`src/rtl/lsu_mem_port_pkg.sv`:
```
// Shared constants, state/size encodings and decode helpers for the LSU memory port.
package lsu_mem_port_pkg;

  localparam int WORD_LEN = 32;

  // RISC-V load/store width codes (funct3)
  localparam logic [2:0] F3_LB  = 3'b000;
  localparam logic [2:0] F3_LH  = 3'b001;
  localparam logic [2:0] F3_LW  = 3'b010;
  localparam logic [2:0] F3_LBU = 3'b100;
  localparam logic [2:0] F3_LHU = 3'b101;
  localparam logic [2:0] F3_SB  = 3'b000;
  localparam logic [2:0] F3_SH  = 3'b001;
  localparam logic [2:0] F3_SW  = 3'b010;

  typedef enum logic [2:0] {
    ST_IDLE,
    ST_READ,
    ST_DATA,
    ST_WRITE,
    ST_RESP
  } lsu_state_e;

  typedef enum logic [1:0] {
    SZ_BYTE,
    SZ_HALF,
    SZ_WORD
  } lsu_size_e;

  // Anything that is not a known byte/half code is handled as a full word.
  function automatic lsu_size_e access_size(input logic [2:0] funct3, input logic we);
    lsu_size_e sz;
    sz = SZ_WORD;
    if (we) begin
      if (funct3 == F3_SB)      sz = SZ_BYTE;
      else if (funct3 == F3_SH) sz = SZ_HALF;
    end else begin
      if (funct3 == F3_LB || funct3 == F3_LBU)      sz = SZ_BYTE;
      else if (funct3 == F3_LH || funct3 == F3_LHU) sz = SZ_HALF;
    end
    return sz;
  endfunction

  function automatic logic is_misaligned(input lsu_size_e sz, input logic [1:0] off);
    logic mis;
    mis = 1'b0;
    case (sz)
      SZ_HALF: mis = off[0];
      SZ_WORD: mis = (off != 2'b00);
      default: mis = 1'b0;
    endcase
    return mis;
  endfunction

endpackage

```
`src/rtl/lsu_mem_port_lane_align.sv`:
```
// Byte/half lane extraction with sign/zero extension for loads, and lane merge
// of right-aligned store data into a read word for sub-word stores.
module lsu_lane_align
  import lsu_mem_port_pkg::*;
(
  input  lsu_size_e           size_i,
  input  logic                unsigned_i,
  input  logic [1:0]          off_i,
  input  logic [WORD_LEN-1:0] rdata_i,
  input  logic [WORD_LEN-1:0] wdata_i,
  output logic [WORD_LEN-1:0] load_o,
  output logic [WORD_LEN-1:0] merge_o
);

  logic [7:0]          byte_sel;
  logic [15:0]         half_sel;
  logic [WORD_LEN-1:0] lane_mask;
  logic [WORD_LEN-1:0] wdata_rep;

  // Select the addressed lane, extend it, and build the merged store word.
  always_comb begin
    byte_sel  = rdata_i[{off_i, 3'b000} +: 8];
    half_sel  = off_i[1] ? rdata_i[31:16] : rdata_i[15:0];
    load_o    = rdata_i;
    lane_mask = '1;
    wdata_rep = wdata_i;
    case (size_i)
      SZ_BYTE: begin
        load_o    = {{24{byte_sel[7] & ~unsigned_i}}, byte_sel};
        lane_mask = 32'h0000_00FF << {off_i, 3'b000};
        wdata_rep = {4{wdata_i[7:0]}};
      end
      SZ_HALF: begin
        load_o    = {{16{half_sel[15] & ~unsigned_i}}, half_sel};
        lane_mask = off_i[1] ? 32'hFFFF_0000 : 32'h0000_FFFF;
        wdata_rep = {2{wdata_i[15:0]}};
      end
      default: ;
    endcase
    merge_o = (rdata_i & ~lane_mask) | (wdata_rep & lane_mask);
  end

endmodule

```
`src/rtl/lsu_mem_port.sv`:
```
// Single-outstanding load/store port between a RISC-V core and a word-wide
// synchronous memory. Sub-word stores are done as read-modify-write.
//
// state    | meaning
// IDLE     | ready for a request
// READ     | word address on mem_addr, memory read in flight
// DATA     | mem_rdata valid: extract load lane or write merged word
// WRITE    | full-word store strobe
// RESP     | response held until resp_ready
module lsu_mem_port
  import lsu_mem_port_pkg::*;
#(
  parameter int ADDR_W = 32
) (
  input  logic                clk,
  input  logic                rst,
  input  logic                req_valid,
  output logic                req_ready,
  input  logic [2:0]          req_funct3,
  input  logic                req_we,
  input  logic [ADDR_W-1:0]   req_addr,
  input  logic [WORD_LEN-1:0] req_wdata,
  output logic                resp_valid,
  input  logic                resp_ready,
  output logic [WORD_LEN-1:0] resp_rdata,
  output logic                resp_err,
  output logic [WORD_LEN-1:0] mem_addr,
  output logic                mem_we,
  output logic [WORD_LEN-1:0] mem_wdata,
  input  logic [WORD_LEN-1:0] mem_rdata
);

  lsu_state_e          state_q, state_d;
  logic [2:0]          funct3_q, funct3_d;
  logic                we_q, we_d;
  logic [1:0]          off_q, off_d;
  logic [WORD_LEN-1:0] wdata_q, wdata_d;
  logic [WORD_LEN-1:0] resp_rdata_q, resp_rdata_d;
  logic                resp_err_q, resp_err_d;
  logic [WORD_LEN-1:0] mem_addr_q, mem_addr_d;
  logic [WORD_LEN-1:0] mem_wdata_q;

  logic [WORD_LEN-1:0] req_addr_word;
  lsu_size_e           req_size;
  logic                req_mis;
  lsu_size_e           cur_size;
  logic [WORD_LEN-1:0] load_word;
  logic [WORD_LEN-1:0] merge_word;

  if (ADDR_W >= WORD_LEN) begin : g_addr_trunc
    assign req_addr_word = {req_addr[WORD_LEN-1:2], 2'b00};
  end else begin : g_addr_ext
    assign req_addr_word = {{(WORD_LEN-ADDR_W){1'b0}}, req_addr[ADDR_W-1:2], 2'b00};
  end

  assign req_size = access_size(req_funct3, req_we);
  assign req_mis  = is_misaligned(req_size, req_addr[1:0]);
  assign cur_size = access_size(funct3_q, we_q);

  lsu_lane_align u_lane_align (
    .size_i     (cur_size),
    .unsigned_i (funct3_q[2]),
    .off_i      (off_q),
    .rdata_i    (mem_rdata),
    .wdata_i    (wdata_q),
    .load_o     (load_word),
    .merge_o    (merge_word)
  );

  assign req_ready  = (state_q == ST_IDLE);
  assign resp_valid = (state_q == ST_RESP);
  assign resp_rdata = resp_rdata_q;
  assign resp_err   = resp_err_q;
  assign mem_addr   = mem_addr_q;

  // Next state, request capture, response data and memory strobes.
  always_comb begin
    state_d      = state_q;
    funct3_d     = funct3_q;
    we_d         = we_q;
    off_d        = off_q;
    wdata_d      = wdata_q;
    resp_rdata_d = resp_rdata_q;
    resp_err_d   = resp_err_q;
    mem_addr_d   = mem_addr_q;
    mem_we       = 1'b0;
    mem_wdata    = mem_wdata_q;
    case (state_q)
      ST_IDLE: begin
        if (req_valid) begin
          funct3_d     = req_funct3;
          we_d         = req_we;
          off_d        = req_addr[1:0];
          wdata_d      = req_wdata;
          resp_rdata_d = '0;
          resp_err_d   = req_mis;
          if (req_mis) begin
            state_d = ST_RESP;
          end else begin
            mem_addr_d = req_addr_word;
            state_d    = (req_we && req_size == SZ_WORD) ? ST_WRITE : ST_READ;
          end
        end
      end
      ST_READ: state_d = ST_DATA;
      ST_DATA: begin
        if (we_q) begin
          mem_we    = 1'b1;
          mem_wdata = merge_word;
        end else begin
          resp_rdata_d = load_word;
        end
        state_d = ST_RESP;
      end
      ST_WRITE: begin
        mem_we    = 1'b1;
        mem_wdata = wdata_q;
        state_d   = ST_RESP;
      end
      ST_RESP: begin
        if (resp_ready) state_d = ST_IDLE;
      end
      default: state_d = ST_IDLE;
    endcase
  end

  // State register.
  always_ff @(posedge clk) begin
    if (rst) state_q <= ST_IDLE;
    else     state_q <= state_d;
  end

  // Datapath registers; mem_wdata_q keeps the last driven write word.
  always_ff @(posedge clk) begin
    if (rst) begin
      funct3_q     <= '0;
      we_q         <= 1'b0;
      off_q        <= '0;
      wdata_q      <= '0;
      resp_rdata_q <= '0;
      resp_err_q   <= 1'b0;
      mem_addr_q   <= '0;
      mem_wdata_q  <= '0;
    end else begin
      funct3_q     <= funct3_d;
      we_q         <= we_d;
      off_q        <= off_d;
      wdata_q      <= wdata_d;
      resp_rdata_q <= resp_rdata_d;
      resp_err_q   <= resp_err_d;
      mem_addr_q   <= mem_addr_d;
      mem_wdata_q  <= mem_wdata;
    end
  end

endmodule

```
`config.mk`:
```
export PLATFORM = sky130hd
export DESIGN_NAME = lsu_mem_port
export DESIGN_NICKNAME = d
export VERILOG_FILES = /design/src/rtl/lsu_mem_port_pkg.sv /design/src/rtl/lsu_mem_port_lane_align.sv /design/src/rtl/lsu_mem_port.sv
export SDC_FILE = /design/constraint.sdc
export NUM_CORES = 1
export LEC_CHECK = 0
export CAP_MARGIN = 30
export CORE_ASPECT_RATIO = 1.2
export CORE_UTILIZATION = 51
export CTS_CLUSTER_DIAMETER = 200
export DETAILED_ROUTE_END_ITERATION = 6
export PLACE_DENSITY = 0.86
export SYNTH_ARGS = -nofsm -noshare
export SYNTH_HDL_FRONTEND = slang
export SYNTH_SLANG_ARGS = --single-unit
```
`constraint.sdc`:
```
create_clock -name clk -period 4.27 [get_ports clk]
set_input_delay 1.281 -clock clk [delete_from_list [all_inputs] [get_ports clk]]
set_output_delay 1.281 -clock clk [all_outputs]
set_load 0.01 [all_outputs]
```
==> results of run 1 <==
-- logic make-up after synthesis --
logic type	share of synthesized area (%)
AO/OA/AOI/OAI	23.6
adder cells (fa/ha/maj)	0.367
buffers and inverters	6.18
flip-flops	39.9
multiplexers	9.70
other	0.0550
AND/OR/NAND/NOR	20.1
-- through the flow --
step | utilization [%] | std cells
detailed placement | 69.7 | 1114
floorplan | - | 788
finish | 74.6 | 1145
CTS | 74.6 | 1145
global placement | 69.5 | 1112
global route | 74.6 | 1145
-- state kept, by name (all words and copies together) (netlist names) --
signal	flops
mem_wdata_q	32
resp_rdata	32
wdata_q	32
mem_addr	30
funct3_q	3
state_q	3
off_q	2
resp_err	1
we_q	1
-- routing by layer --
metal | share of wire, % | global-route usage (%) | vias up
li1 | - | - | 3185
met1 | 37 | 35.0 | 3183
met2 | 47 | 50.8 | 421
met3 | 10 | 9.32 | 95
met4 | 5.5 | 18.0 | 0
met5 | 0 | 0 | -
-- critical path, stage by stage --
cell             delay, ps
clkdlybuf4s50_1        470
and2_0                 170
a222oi_1               360
nand2_1                140
clkdlybuf4s50_1        500
-- final timing paths --
path,to,slack [ps]
worst max-delay path,mem_wdata[31],70
worst min register to register,resp_err$_SDFFE_PP0P_,460
worst min-delay path,resp_err$_SDFFE_PP0P_,460
worst max register to register,resp_rdata[31]$_SDFFE_PP0P_,2110
-- power breakdown --
part	total [mW]	switching (mW)	leakage, nW	internal, mW
logic	0.703	0.365	2.19	0.339
registers	1.42	0.0753	1.11	1.34
clock network	1.52	0.530	0.298	0.991
total	3.64	0.970	3.59	2.67
-- cell type report --
type                       instances  area share [%]
multi-input combinational        569            38.6
clock buffer                      24            5.24
sequential                       136            28.4
timing repair buffer             233            23.8
inverter                          12           0.471
clock inverter                     7            1.20
tap                              164            2.14
-- Yosys cell counts (all sizes together), types with 9 or more instances --
cell type / count / area share (%)
dfxtp: 136 / 40
nand2: 122 / 6.8
a21oi: 75 / 5.7
nand2b: 67 / 6.1
mux2i: 56 / 8.2
buf: 36 / 3.6
clkbuf: 35 / 1.9
nand3: 25 / 1.8
o2bb2ai: 23 / 3.8
nor2: 22 / 1.4
o211ai: 21 / 2.3
o21ai: 18 / 1.3
a22oi: 17 / 1.9
inv: 12 / 0.66
and2: 10 / 0.92
a22o: 9 / 1.2
a31oi: 9 / 0.83
mux2: 9 / 1.5
o221ai: 9 / 1.2
o32ai: 9 / 1.2
or3: 9 / 0.83
==> results_dict.tcl, run 1 <==
set metrics [dict create \
    setup-tns-final_ps 0 \
    cts_buffer_depth 2 \
    crit_type "primary input to output pin" \
    drc 0 \
    leakagePower_nw 3.59 \
    portBuffers 201 \
    grt_max_degree 96 \
    drive_gt1_share_pct 8.97 \
    finalHoldViolations 0 \
    ir_drop_mv 0.200 \
    ys_ff_latch 136 \
    grt_pass1_vias 6484 \
    viasPerCell 6.01 \
    fin_ws_ps 71.7 \
    startpoint_type "primary input" \
    initial_core_util_pct 53.1 \
    drv_cap 0 \
    fin_crit_sh_pct 98.3 \
    cts_tree "yes" \
    dpl_cell_area_um2 8950 \
    setup_violations 0 \
    cts_root_buf "clkbuf_16" \
    cts_made_buffers 17 \
    detail-route-antenna-nets 0 \
    cts_sinks 136 \
    maxSlewViolCount 0 \
    layout.nets 1075 \
    num_antenna_cells 0 \
    min_period_ps 4200 \
    holdCritStartpoint "resp_err$_SDFFE_PP0P_" \
    arrival_ps 2920 \
    fin_hold_ws_ps 456 \
    num_io_pins 204 \
    route.vias.total 6884 \
    syn_avg_cell_area_um2 8.67 \
    cts_resized 0 \
    synth_ff_type "dfxtp_1" \
    rows 45 \
    cp-end-kind "output pin" \
    multiInputGateArea_um2 3700 \
    ys_seq_area_share_pct 39.9 \
    grt_usage_pct 30.7 \
    timing.rr.start "off_q[0]$_SDFFE_PP0P_" \
    area_growth_pct 40.3 \
    synth_cells 787 \
    rsz0062_at_grt "false" \
    fillers 955 \
    grt_pass1_wl_um 32900 \
    synth_cell_types 59 \
    die_w_um 108 \
    worstMarginPinSlew_ps 860 \
    ys_warn_count 0 \
    mostFrequentLayoutCells "clkdlybuf4s50_1 (200), dfxtp_1 (136), nand2_1 (120)" \
    hold_path_class "flop to flop" \
    power_mw 3.64 \
    grt_overflow 0 \
    ys_async_sr_fraction_pct 0 \
    maxSlewHeadroom_pct 42.3 \
    status "complete, no violations" \
    clock_skew_ps 6.33 \
    ctsHoldBuffers 0 \
    dp_hpwl_um 15100 \
    seq_area_um2 2720 \
    place_ws_ps 99.5 \
    drt_iter0_markers 513 \
    min_path_cells 2 \
    routed_wl_um 21300 \
    path_clk_slew_ps 60 \
    htreeDepth 4 \
    wl_per_cell_um 18.6 \
    reg2reg_depth 6 \
    crit_path_start "mem_rdata[31]" \
    synth_area_um2 6820 \
    critPathMaxFanout 2 \
    layout_commonest_cell "clkdlybuf4s50_1" \
    insertion_delay_ps 410 \
    crit_required_ps 2990 \
    fp.dieH_um 129 \
    fin_area_um2 9570 \
    cts_setup_buffers 0 \
    antenna_found_initial 0 \
    fmax_mhz 238 \
    synth_edf_count 0 \
    place_congestion 0.953 \
    pwr_density_cell_nw_per_um2 381 \
    core_area_um2 12800 \
    drt-pass1-iter-count 5 \
    dieArea_um2 13800 \
]
Note: power is estimated with default switching activity, not from simulation.
==> run 2, diff against run 1 <==
--- a/config.mk
+++ b/config.mk
@@ -5,11 +5,12 @@
 export SDC_FILE = /design/constraint.sdc
 export NUM_CORES = 1
 export LEC_CHECK = 0
-export CAP_MARGIN = 30
+export CAP_MARGIN = 10
 export CORE_ASPECT_RATIO = 1.2
 export CORE_UTILIZATION = 51
 export CTS_CLUSTER_DIAMETER = 200
 export DETAILED_ROUTE_END_ITERATION = 6
+export GPL_TIMING_DRIVEN = 0
 export PLACE_DENSITY = 0.86
 export SYNTH_ARGS = -nofsm -noshare
 export SYNTH_HDL_FRONTEND = slang
==> results_dict.tcl, run 2 (same netlist as run 1, synthesis figures left out) <==
set metrics [dict create \
    critPathMaxFanout 4 \
    grt_usage_pct 33.7 \
    worstMarginPinSlew_ps 877 \
    layout.nets 1115 \
    htreeDepth 4 \
    antenna_found_initial 0 \
    die_w_um 108 \
    setup-tns-final_ps 0 \
    cts_tree "yes" \
    dp_hpwl_um 16400 \
    fmax_mhz 236 \
    initial_core_util_pct 53.1 \
    cts_made_buffers 17 \
    drc 0 \
    placedCellCount 1153 \
    hold_path_class "flop to flop" \
    clock_skew_ps 9.78 \
    grt_util_met3_pct 9.32 \
    rows 45 \
    maxSlewHeadroom_pct 41.2 \
    fp.dieH_um 129 \
    status "complete, no violations" \
    viasPerCell 5.98 \
    detail-route-antenna-nets 0 \
    finalHoldViolations 0 \
    use_met2_pct 56.7 \
    num_io_pins 204 \
    num_antenna_cells 0 \
    area_growth_pct 42.5 \
    fin_cells 1186 \
    cp-end-kind "output pin" \
    grt_pass1_wl_um 35600 \
    rsz0062_at_grt "false" \
    switching_share_pct 27.3 \
    setup_violations 0 \
    place_congestion 0.901 \
    cts_sinks 136 \
    busiest_layer "met2" \
    fin_crit_sh_pct 99.2 \
    min_period_ps 4230 \
    p_comb_share_pct 19.8 \
    wl_per_cell_um 19.3 \
    grt_overflow 0 \
    drt-pass1-iter-count 6 \
    maxSlewViolCount 0 \
    leakagePower_nw 3.72 \
    fillers 933 \
    ir_drop_mv 0.245 \
    grt_max_degree 17 \
    arrival_ps 2950 \
    insertion_delay_ps 420 \
    grtUsageMet1_pct 38.8 \
    core_area_um2 12800 \
    pwr_density_cell_nw_per_um2 386 \
    path_clk_slew_ps 60 \
    seqPwrFrac_pct 37.5 \
    drive_gt1_share_pct 8.90 \
    p_switching_mw 1.03 \
    layout_commonest_cell "clkdlybuf4s50_1" \
    crit_required_ps 2990 \
    routed_wl_um 22900 \
    cts_root_buf "clkbuf_16" \
    crit_type "primary input to output pin" \
    drv_cap 0 \
    portBuffers 201 \
    drt_iter0_markers 534 \
    dieArea_um2 13800 \
    ctsHoldBuffers 0 \
    place_ws_ps 7.42 \
    route.vias.total 7087 \
    fin_util_pct 75.7 \
    fin_ws_ps 35.8 \
    startpoint_type "primary input" \
    mostFrequentLayoutCells "clkdlybuf4s50_1 (196), dfxtp_1 (136), nand2_1 (120)" \
    p_int_mw 2.73 \
    power_mw 3.75 \
    grt_pass1_vias 6896 \
    cts_buffer_depth 2 \
    p_clk_share_pct 42.8 \
]
## run 2: changes by cell type in the layout (fill, tap and decap cells not counted), sizes merged
| cell | before | now |
|---|---|---|
| bufinv | 3 | 4 |
| clkinv | 2 | 4 |
| buf | 33 | 37 |
| clkbuf | 24 | 57 |
| dlymetal6s2s | 0 | 5 |
| clkdlybuf4s50 | 200 | 196 |
## run 2: per-layer routing
metal	part of all wire [%]	wire, um	vias up
met5	0	0	-
met4	5.5	1270	0
met3	11	2580	97
met2	46	10600	478
met1	37	8420	3240
li1	-	-	3272
## run 2: what timing repair did
item,in CTS,in global routing
setup buffers,0,1
gates resized for setup,0,12
endpoints found under the setup margin,0,10
endpoints found under the hold margin,0,0
## run 2: area by class of cell
type	count	area, um^2	share of cell area (%)
multi-input combinational	569	3690	37.9
sequential	136	2720	28.0
timing repair buffer	202	2030	20.9
clock buffer	22	484	4.98
buffer	71	379	3.90
tap	164	205	2.11
clock inverter	10	166	1.71
inverter	12	45.0	0.463
## run 2: worst max-delay path: stages
cell             delay, ps
clkdlybuf4s50_1        510
and2_0                 200
a222oi_1               350
nand2_1                120
clkdlybuf4s50_1        490
## run 2: final timing paths
| check | to | depth (start not counted) | from | slack [ps] |
|---|---|---|---|---|
| hold reg to reg | resp_rdata[19]$_SDFFE_PP0P_ | 1 | resp_rdata[19]$_SDFFE_PP0P_ | 470 |
| setup reg to reg | mem_wdata_q[29]$_SDFF_PP0_ | 7 | funct3_q[0]$_SDFFE_PP0P_ | 2260 |
| setup / recovery | mem_wdata[25] | 5 | mem_rdata[25] | 40 |
| hold / removal | resp_rdata[19]$_SDFFE_PP0P_ | 1 | resp_rdata[19]$_SDFFE_PP0P_ | 470 |
## run 2: power groups by stage
stage          Combinational, mW  Sequential, mW  Clock (mW)
2_1_floorplan              0.392            1.43           0
3_3_place_gp               0.713            1.42           0
3_5_place_dp               0.721            1.43           0
4_1_cts                    0.729            1.40        1.60
5_1_grt                    0.795            1.41        1.66
6_report                   0.742            1.41        1.61
## run 2: metrics by stage
step | hold WS (ps) | cell area, um^2
after floorplan | 449 | 6820
after global placement | 444 | 9040
after detailed placement | 451 | 9040
after CTS | 470 | 9690
after global routing | 479 | 9720
final | 466 | 9720
